$ cat src/rtl/ifq_fetch.sv
// Instruction fetch queue: issues line-aligned icache reads, buffers returned
// lines in a small FIFO and hands one instruction per cycle to dispatch.
module ifq_fetch #(
  parameter int                W_DATA      = 128,
  parameter int                W_ADDR      = 32,
  parameter int                W_INSN      = 32,
  parameter int                W_BYTEALIGN = 4,
  parameter int                DEPTH       = 4,
  parameter logic [W_ADDR-1:0] RESET_PC    = '0
) (
  input  logic              clk,
  input  logic              reset,
  output logic [W_ADDR-1:0] icache_pcout,
  output logic              icache_ren,
  output logic              icache_abort,
  input  logic [W_DATA-1:0] icache_dout,
  input  logic              icache_dout_valid,
  input  logic              branch_valid,
  input  logic [W_ADDR-1:0] branch_addr,
  input  logic              dispatch_ren,
  output logic [W_INSN-1:0] dispatch_insn,
  output logic [W_ADDR-1:0] dispatch_pc,
  output logic [W_ADDR-1:0] dispatch_pcplus4,
  output logic              dispatch_empty
);

  localparam int                PTR_W      = $clog2(DEPTH);
  localparam int                CNT_W      = PTR_W + 1;
  localparam int                OFF_W      = W_BYTEALIGN - 2;
  localparam int                WORDS      = W_DATA / W_INSN;
  localparam logic [CNT_W:0]    DEPTH_C    = (CNT_W+1)'(DEPTH);
  localparam logic [W_ADDR-1:0] LINE_BYTES = W_ADDR'(2 ** W_BYTEALIGN);

  function automatic logic [W_ADDR-1:0] line_align(input logic [W_ADDR-1:0] a);
    return {a[W_ADDR-1:W_BYTEALIGN], {W_BYTEALIGN{1'b0}}};
  endfunction

  logic [W_ADDR-1:0] fetch_pc;
  logic [W_ADDR-1:0] inflight_addr;
  logic [W_DATA-1:0] line_mem [DEPTH];
  logic [W_ADDR-1:0] addr_mem [DEPTH];
  logic [PTR_W-1:0]  head;
  logic [PTR_W-1:0]  tail;
  logic [CNT_W-1:0]  count;
  logic [OFF_W-1:0]  offset;
  logic              ren_r;

  logic              empty;
  logic              push;
  logic              pop_word;
  logic              pop_line;
  logic [CNT_W:0]    credit;
  logic [W_DATA-1:0] head_line;
  logic [W_INSN-1:0] head_insn;
  logic [W_ADDR-1:0] head_pc;
  logic              unused_addr_bits;

  assign unused_addr_bits = ^branch_addr[1:0];

  // Credit includes the line still in flight, so a returning line always has a slot.
  assign credit       = {1'b0, count} + {{CNT_W{1'b0}}, ren_r};
  assign icache_ren   = !reset && !branch_valid && (credit < DEPTH_C);
  assign icache_abort = !reset && branch_valid;
  assign icache_pcout = fetch_pc;

  assign empty          = (count == '0);
  assign dispatch_empty = empty;
  assign push           = icache_dout_valid && ren_r && !branch_valid;
  assign pop_word       = dispatch_ren && !empty && !branch_valid;
  assign pop_line       = pop_word && (offset == '1);

  always_ff @(posedge clk or posedge reset) begin
    if (reset) begin
      fetch_pc <= line_align(RESET_PC);
      offset   <= RESET_PC[W_BYTEALIGN-1:2];
      count    <= '0;
      head     <= '0;
      tail     <= '0;
      ren_r    <= 1'b0;
    end else if (branch_valid) begin
      fetch_pc <= line_align(branch_addr);
      offset   <= branch_addr[W_BYTEALIGN-1:2];
      count    <= '0;
      head     <= '0;
      tail     <= '0;
      ren_r    <= 1'b0;
    end else begin
      ren_r <= icache_ren;
      if (icache_ren) fetch_pc <= fetch_pc + LINE_BYTES;
      if (push)       tail     <= tail + PTR_W'(1);
      if (pop_line)   head     <= head + PTR_W'(1);
      if (pop_word)   offset   <= offset + OFF_W'(1);
      count <= count + CNT_W'(push) - CNT_W'(pop_line);
    end
  end

  // Line storage and the in-flight address carry no reset; occupancy guards them.
  always_ff @(posedge clk) begin
    if (icache_ren) inflight_addr <= fetch_pc;
    if (push) begin
      line_mem[tail] <= icache_dout;
      addr_mem[tail] <= inflight_addr;
    end
  end

  always_comb begin
    head_line = line_mem[head];
    head_insn = '0;
    for (int i = 0; i < WORDS; i++) begin
      if (offset == OFF_W'(i)) head_insn = head_line[i*W_INSN +: W_INSN];
    end
    head_pc          = addr_mem[head] + W_ADDR'({offset, 2'b00});
    dispatch_insn    = empty ? '0 : head_insn;
    dispatch_pc      = empty ? '0 : head_pc;
    dispatch_pcplus4 = empty ? '0 : head_pc + W_ADDR'(4);
  end

endmodule
$ cat config.mk
export PLATFORM = sky130hd
export DESIGN_NAME = ifq_fetch
export DESIGN_NICKNAME = d
export VERILOG_FILES = /design/src/rtl/ifq_fetch.sv
export SDC_FILE = /design/constraint.sdc
export NUM_CORES = 1
export LEC_CHECK = 0
export BUFFER_PORTS_ARGS = -buffer_cell sky130_fd_sc_hd__buf_4
export CORE_MARGIN = 2
export CORE_UTILIZATION = 30
export CTS_CLUSTER_DIAMETER = 120
export DETAILED_ROUTE_END_ITERATION = 7
export PLACE_DENSITY_LB_ADDON = 0.25
export SETUP_SLACK_MARGIN = 0.2
export SKIP_LAST_GASP = 1
export SYNTH_ARGS = -nofsm -noshare
export SYNTH_HDL_FRONTEND = slang
export SYNTH_SLANG_ARGS = --single-unit
export TNS_END_PERCENT = 50
$ cat constraint.sdc
create_clock -name clk -period 13.2 [get_ports clk]
set_input_delay 1.32 -clock clk [delete_from_list [all_inputs] [get_ports clk]]
set_output_delay 1.32 -clock clk [all_outputs]
set_load 0.03 [all_outputs]
==> results of run 1 <==
## cell usage in the layout, fill, tap and decap left out, types with 5 or more instances in the layout
| cell | n |
|---|---|
| clkbuf_16 | 82 |
| mux4_2 | 152 |
| and3_1 | 8 |
| or3_1 | 5 |
| nor4_1 | 7 |
| bufinv_16 | 7 |
| and2_1 | 17 |
| a22oi_1 | 32 |
| a21oi_1 | 87 |
| a221o_1 | 11 |
| mux2i_1 | 5 |
| edfxtp_1 | 652 |
| o311ai_0 | 15 |
| clkinv_2 | 15 |
| ha_1 | 12 |
| nand3_1 | 18 |
| conb_1 | 9 |
| xor2_1 | 14 |
| nand4_1 | 12 |
| buf_4 | 307 |
| xnor2_1 | 20 |
| inv_1 | 30 |
| clkbuf_1 | 14 |
| nor2_1 | 161 |
| o21ai_0 | 23 |
| clkinv_1 | 12 |
| nand2_1 | 53 |
| dfrtp_1 | 36 |
| nor3_1 | 14 |
## worst max-delay path by stage
stage	end	cells past startpoint	startpoint	slack, ns
floorplan	addr_mem[0][10]$_DFFE_PP_	3	branch_valid	7.38
global placement	dispatch_insn[23]	9	head[0]$_DFFE_PP0P_	7.76
detailed placement	dispatch_insn[23]	9	head[0]$_DFFE_PP0P_	7.76
CTS	dispatch_insn[23]	9	head[0]$_DFFE_PP0P_	7.05
global route	dispatch_pcplus4[30]	9	head[0]$_DFFE_PP0P_	6.78
finish	dispatch_pcplus4[31]	9	head[1]$_DFFE_PP0P_	7.16
## sequential cells by signal, indices dropped and copies added (netlist names)
signal and flops:
line_mem 512, addr_mem 112, icache_pcout 28, inflight_addr 28, count 3, head 2
offset 2, tail 2, ren_r 1
## worst max-delay path: cells and delay by family, from the launching register on
| kind | cells | cell delay (ns) |
|---|---|---|
| multiplexers | 1 | 0.43 |
| AO/OA/AOI/OAI | 3 | 1.25 |
| AND/OR/NAND/NOR | 2 | 0.34 |
| flip-flops | 1 | 0.94 |
| buffers and inverters | 3 | 0.95 |
## where the power goes
part	switching, uW	leakage, uW	internal [uW]	total (uW)
Combinational	227	0.00370	122	349
Sequential	32.0	0.00636	2430	2460
Clock	905	0.00130	1300	2210
Total	1160	0.0114	3860	5020
## kinds of logic after synthesis
kind of cell | count (synthesis) | synth area share
buffers and inverters | 122 | 0.0205
other | 1 | 0.000133
AO/OA/AOI/OAI | 200 | 0.0470
adder cells (fa/ha/maj) | 15 | 0.00695
XOR/XNOR | 34 | 0.0106
multiplexers | 161 | 0.127
AND/OR/NAND/NOR | 330 | 0.0571
flip-flops | 690 | 0.731
## area by class of cell
type / instances / share of cell area
sequential: 690 / 0.600
multi-input combinational: 749 / 0.205
inverter: 31 / 0.00340
timing repair buffer: 309 / 0.0685
antenna: 4 / 0.000292
clock buffer: 98 / 0.0622
clock inverter: 48 / 0.0150
tap: 1254 / 0.0458
## per-layer routing
layer | up-vias | track usage | part of all wire
met4 | 12 | 0.0419 | 0.019
li1 | 6845 | - | -
met5 | - | 0 | 0.00098
met2 | 443 | 0.270 | 0.51
met3 | 99 | 0.0382 | 0.065
met1 | 8099 | 0.194 | 0.40
## through the flow
step / cell area (sq um) / hold WS, ns / power, uW / utilization
6_report: 34300 / 0.499 / 5020 / 0.368
5_1_grt: 34200 / 0.517 / 5200 / 0.368
4_1_cts: 34200 / 0.499 / 5100 / 0.368
3_5_place_dp: 31600 / 0.479 / 2870 / 0.340
3_3_place_gp: 31600 / 0.469 / 2860 / 0.340
2_1_floorplan: 28100 / 0.459 / 2680 / -
==> results.toml, run 1 <==
[clocking]
root_buffer = "clkbuf_16"
clk_pin_slew_worst_paths_ns = 0.06
cts_tree = "done"
cts_htree_levels = 3
cts_sinks = 690
cts_hold_buf = 0
ctsResizeCount = 0
clock_latency_ns = 0.64
clockBufferDepth = 3
cts_setup_buffers = 0
numCtsBuffers = 81

[detailed_routing]
ant_nets = 0
drc = 0
vias = 15500
firstDrtPassIters = 5
wirelength_mm = 75.4
routed_via_density = 4.87
wire_per_inst_microns = 23.7
first_iter_violations = 990

[worst_setup_path]
timing.rr.end = "line_mem[3][46]$_DFFE_PP_"
cp-start-kind = "flip-flop"
slowest_delay_ns = 0.94
cp_data_required_time_ns = 11.88
ff2ff_setup_slack_ns = 9.28
worstPathArrival_ns = 4.72
cp_max_fo = 110
crit_type = "flip-flop to primary output"
r2r_cells = 6
worstPathCellList = "buf_12 -> mux4_2 -> nand2_1 -> inv_1 -> o2111ai_2 -> a2111oi_4 -> nand4_1 -> a21oi_1 -> buf_4"
r2r-start = "ren_r$_DFF_PP0_"
crit_path_end_kind = "primary output"
cp_slowest_cell = "dfrtp_4"

[worst_hold_path]
holdPathEnd = "addr_mem[3][30]$_DFFE_PP_"
holdCritStartpoint = "inflight_addr[30]$_DFFE_PP_"
hold_class = "flip-flop to flip-flop"
holdPathStages = 0

[global_route]
grt_usage = 0.156
grt-ovfl-total = 0
grt_pass1_wl_mm = 109
grt_pass1_vias = 16300
grt_max_degree = 111
antenna_found_initial = 8

[finish]
instances_no_fill = 3183
multi_input_area_sq_um = 7030
finalNetCount = 2042
drive_gt1_frac = 0.316
seqCellArea_sq_um = 20500
nFillCells = 8799
syn_to_final_growth_pct = 21.9

[placement]
dpl.cell_count = 3033
portBuffers = 285
dp_slack_ns = 7.76
hpwl_mm = 47.8
place_congestion = 0.850

[synth]
synth.cell_area_sq_um = 28100
synth.distinct_cells = 71
synth.top_cell.area_share = 0.697
synth_edf_count = 652
ys_top_cells_by_count = "edfxtp_1 (652), nor2_1 (161), mux4_2 (152)"
synth_ff_type = "edfxtp_1"
yosysSeqAreaShare = 0.731
synth_top_area_cell = "edfxtp_1"
avgSynthCellArea_sq_um = 18.1
synth_most_common_cell = "edfxtp_1"
synthTopCellsByArea = "edfxtp_1 (70%), mux4_2 (12%), dfrtp_1 (3.4%), nor2_1 (2.2%), a21oi_1 (1.6%)"
synth_warnings = 0
synthCells = 1553
async_flop_share = 0.0551
ys_ff_latch = 690

[flow_run]
max_cap_violations = 0

[floorplanning]
design.core.area_sq_um = 93000
initial_utilization = 0.302
dieWidth_microns = 310
pin_count = 296
design.die.area_sq_um = 96100
dieHeight_microns = 310
rows = 112

[sta]
tightestPinTransition_ns = 1.02
hold_viol = 0
setup_ws_ns = 7.16
fin_crit_sh = 0.458
max_freq_mhz = 165
period_minus_slack_ns = 6.04
clock_skew_ns = 0.0156
setup_tns_ns = 0
rsz0062_at_grt = "false"
drv_slew = 0
final-setup-viol-count = 0
max_slew_margin = 0.323

[outcome]
status = "complete, no violations"

[power_and_ir_drop]
peakVddDrop_mv = 0.0844
p_leak_uw = 0.0114
p_per_area_nw_per_um2 = 147
Power figures use the tool's default switching activity.
==> run 2: changes to the inputs <==
- ABC_AREA: default -> 1
- clock period: 13.2 -> 5.2 ns (I/O delays scaled with it)
==> run 2 against run 1 <==
Global-route usage rose by 0.96 points. Critical endpoint is now dispatch_insn[18]. Highest routed layer unchanged. Critical path type unchanged. Largest cell class unchanged. Utilization fell by 0.29 points. Via count rose by 30%. Register-to-register slack got worse by 7.4 ns.
==> results.toml, run 2 <==
[outcome]
status = "complete, no violations"

[finish]
reg_top3 = "line_mem: 512 flops, addr_mem: 112 flops"
layout_commonest_cell = "edfxtp_1"
largest_reg_flops = 512
syn_to_final_growth_pct = 21.0
drive_gt1_frac = 0.187
final_cell_mix = "edfxtp_1 (652), nand2_1 (570), buf_4 (315)"
instances_no_fill = 4163
postLayoutCellArea_sq_um = 35800
finalNetCount = 2988
top_register = "line_mem"

[power_and_ir_drop]
p_leak_uw = 0.0132
total_power_uw = 13100
peakVddDrop_mv = 0.263
p_per_area_nw_per_um2 = 366

[sta]
final-setup-viol-count = 0
tightestPinTransition_ns = 1.00
max_freq_mhz = 229
max_slew_margin = 0.333
clock_skew_ns = 0.0496
period_minus_slack_ns = 4.38
drv_slew = 0
fin_crit_sh = 0.842
hold_viol = 0
rsz0062_at_grt = "false"

[clocking]
cts_htree_levels = 3
cts_sinks = 690
ctsResizeCount = 0
cts_setup_buffers = 0
root_buffer = "clkbuf_16"
cts_hold_buf = 0
clk_pin_slew_worst_paths_ns = 0.06
numCtsBuffers = 78
clockBufferDepth = 3
clock_latency_ns = 0.66
cts_tree = "done"

[floorplanning]
rows = 115
design.die.area_sq_um = 101000
dieHeight_microns = 318
dieWidth_microns = 318
initial_utilization = 0.302
design.core.area_sq_um = 98000
pin_count = 296

[worst_setup_path]
cp_max_fo = 88
crit_path_end_kind = "primary output"
cp_data_required_time_ns = 4.68
crit_type = "flip-flop to primary output"
ff2ff_setup_slack_ns = 1.83
worstPathArrival_ns = 3.86
cp-start-kind = "flip-flop"

[global_route]
grt-ovfl-total = 0
antenna_found_initial = 21
grt-busiest-layer = "met2"
grt_pass1_vias = 19400
grt_usage = 0.165
grt_pass1_wl_mm = 126
met3_usage = 0.0462
grt_max_degree = 171
met1_usage = 0.202
grt_use_met2 = 0.286

[synth]
synth.top_cell.area_share = 0.662
synth_edf_count = 652
synth_warnings = 0
synthCells = 2547
synth_ff_type = "edfxtp_1"
avgSynthCellArea_sq_um = 11.6
synth.cell_area_sq_um = 29600
synth.distinct_cells = 46
synth_most_common_cell = "edfxtp_1"
ys_ff_latch = 690
async_flop_share = 0.0551
ys_top_cells_by_count = "edfxtp_1 (652), nand2_1 (570), nor2_1 (254)"
synthTopCellsByArea = "edfxtp_1 (66%), nand2_1 (7.2%), nor2_1 (3.2%), dfrtp_1 (3.2%), o21ai_0 (3.2%)"
yosysSeqAreaShare = 0.694
synth_top_area_cell = "edfxtp_1"

[detailed_routing]
vias = 20200
wire_per_inst_microns = 20.5
routed_via_density = 4.85
ant_nets = 0
drc = 0
first_iter_violations = 1498
wirelength_mm = 85.5
firstDrtPassIters = 5

[placement]
hpwl_mm = 52.7
dpl.cell_count = 4015
dpl_cell_area_sq_um = 33200
portBuffers = 285
place_congestion = 0.824

[worst_hold_path]
hold_class = "input port to flip-flop"

[flow_run]
max_cap_violations = 0
-- run 2: cell types whose count changed after synthesis, sizes merged, moves of 33 or more --
cell,previous run,this run
a21oi,87,120
mux4,155,0
inv,31,101
o21ai,25,191
clkbuf,46,87
nand2,55,587
nand3,19,175
nor2,161,275
-- run 2: kinds of logic after synthesis --
family	Yosys count	synth area share
AND/OR/NAND/NOR	1099	0.156
AO/OA/AOI/OAI	469	0.0999
adder cells (fa/ha/maj)	15	0.00660
other	1	0.000127
flip-flops	690	0.694
XOR/XNOR	17	0.00504
buffers and inverters	256	0.0380
-- run 2: power breakdown --
| group | total, uW | switching, uW | internal, uW |
|---|---|---|---|
| Sequential | 6310 | 124 | 6190 |
| Combinational | 1240 | 835 | 406 |
| Clock | 5540 | 2330 | 3210 |
-- run 2: worst paths after layout --
path,startpoint,end,cells after the start
max in group asynchronous,reset,head[1]$_DFFE_PP0P_,3
max reg2reg,count[1]$_DFF_PP0_,count[2]$_DFF_PP0_,13
min in group asynchronous,reset,offset[0]$_DFFE_PP0P_,3
max,head[0]$_DFFE_PP0P_,dispatch_insn[18],7
min reg2reg,inflight_addr[20]$_DFFE_PP_,addr_mem[3][20]$_DFFE_PP_,0
min,icache_dout[49],line_mem[1][49]$_DFFE_PP_,1
-- run 2: worst max-delay path, stage by stage, from the launching register on --
cell and delay, ns:
dfrtp_4 0.63, buf_4 0.78, nand2_1 0.12, a32o_1 0.28, o21ai_0 0.62, a221oi_1 0.26
nor3_1 0.25, buf_4 0.21
-- run 2: cell type report --
| cell class | count | area (sq um) |
|---|---|---|
| multi-input cells | 1609 | 8000 |
| flip-flops and latches | 690 | 20500 |
| fillers | 9600 | 62200 |
| well taps | 1287 | 1610 |
| repair buffers | 328 | 2630 |
| inverters | 101 | 394 |
| clock buffers | 95 | 2020 |
| diodes | 2 | 5.00 |
| clock inverters | 51 | 601 |
-- run 2: layer usage --
layer / share of wire / routed length [microns]
met1: 0.42 / 35500
met2: 0.49 / 42200
met3: 0.065 / 5590
met4: 0.023 / 1970
met5: 0.0026 / 219
-- run 2: per-stage QoR --
step | util | hold slack [ns] | setup WS, ns | TNS [ns]
2_1_floorplan | - | 0.459 | -0.231 | -144.05
3_3_place_gp | 0.339 | 0.478 | 1.39 | 0
3_5_place_dp | 0.339 | 0.482 | 1.37 | 0
4_1_cts | 0.365 | 0.00114 | 0.686 | 0
6_report | 0.365 | 0.0441 | 0.824 | 0
5_1_grt | 0.365 | 0.0229 | 0.442 | 0
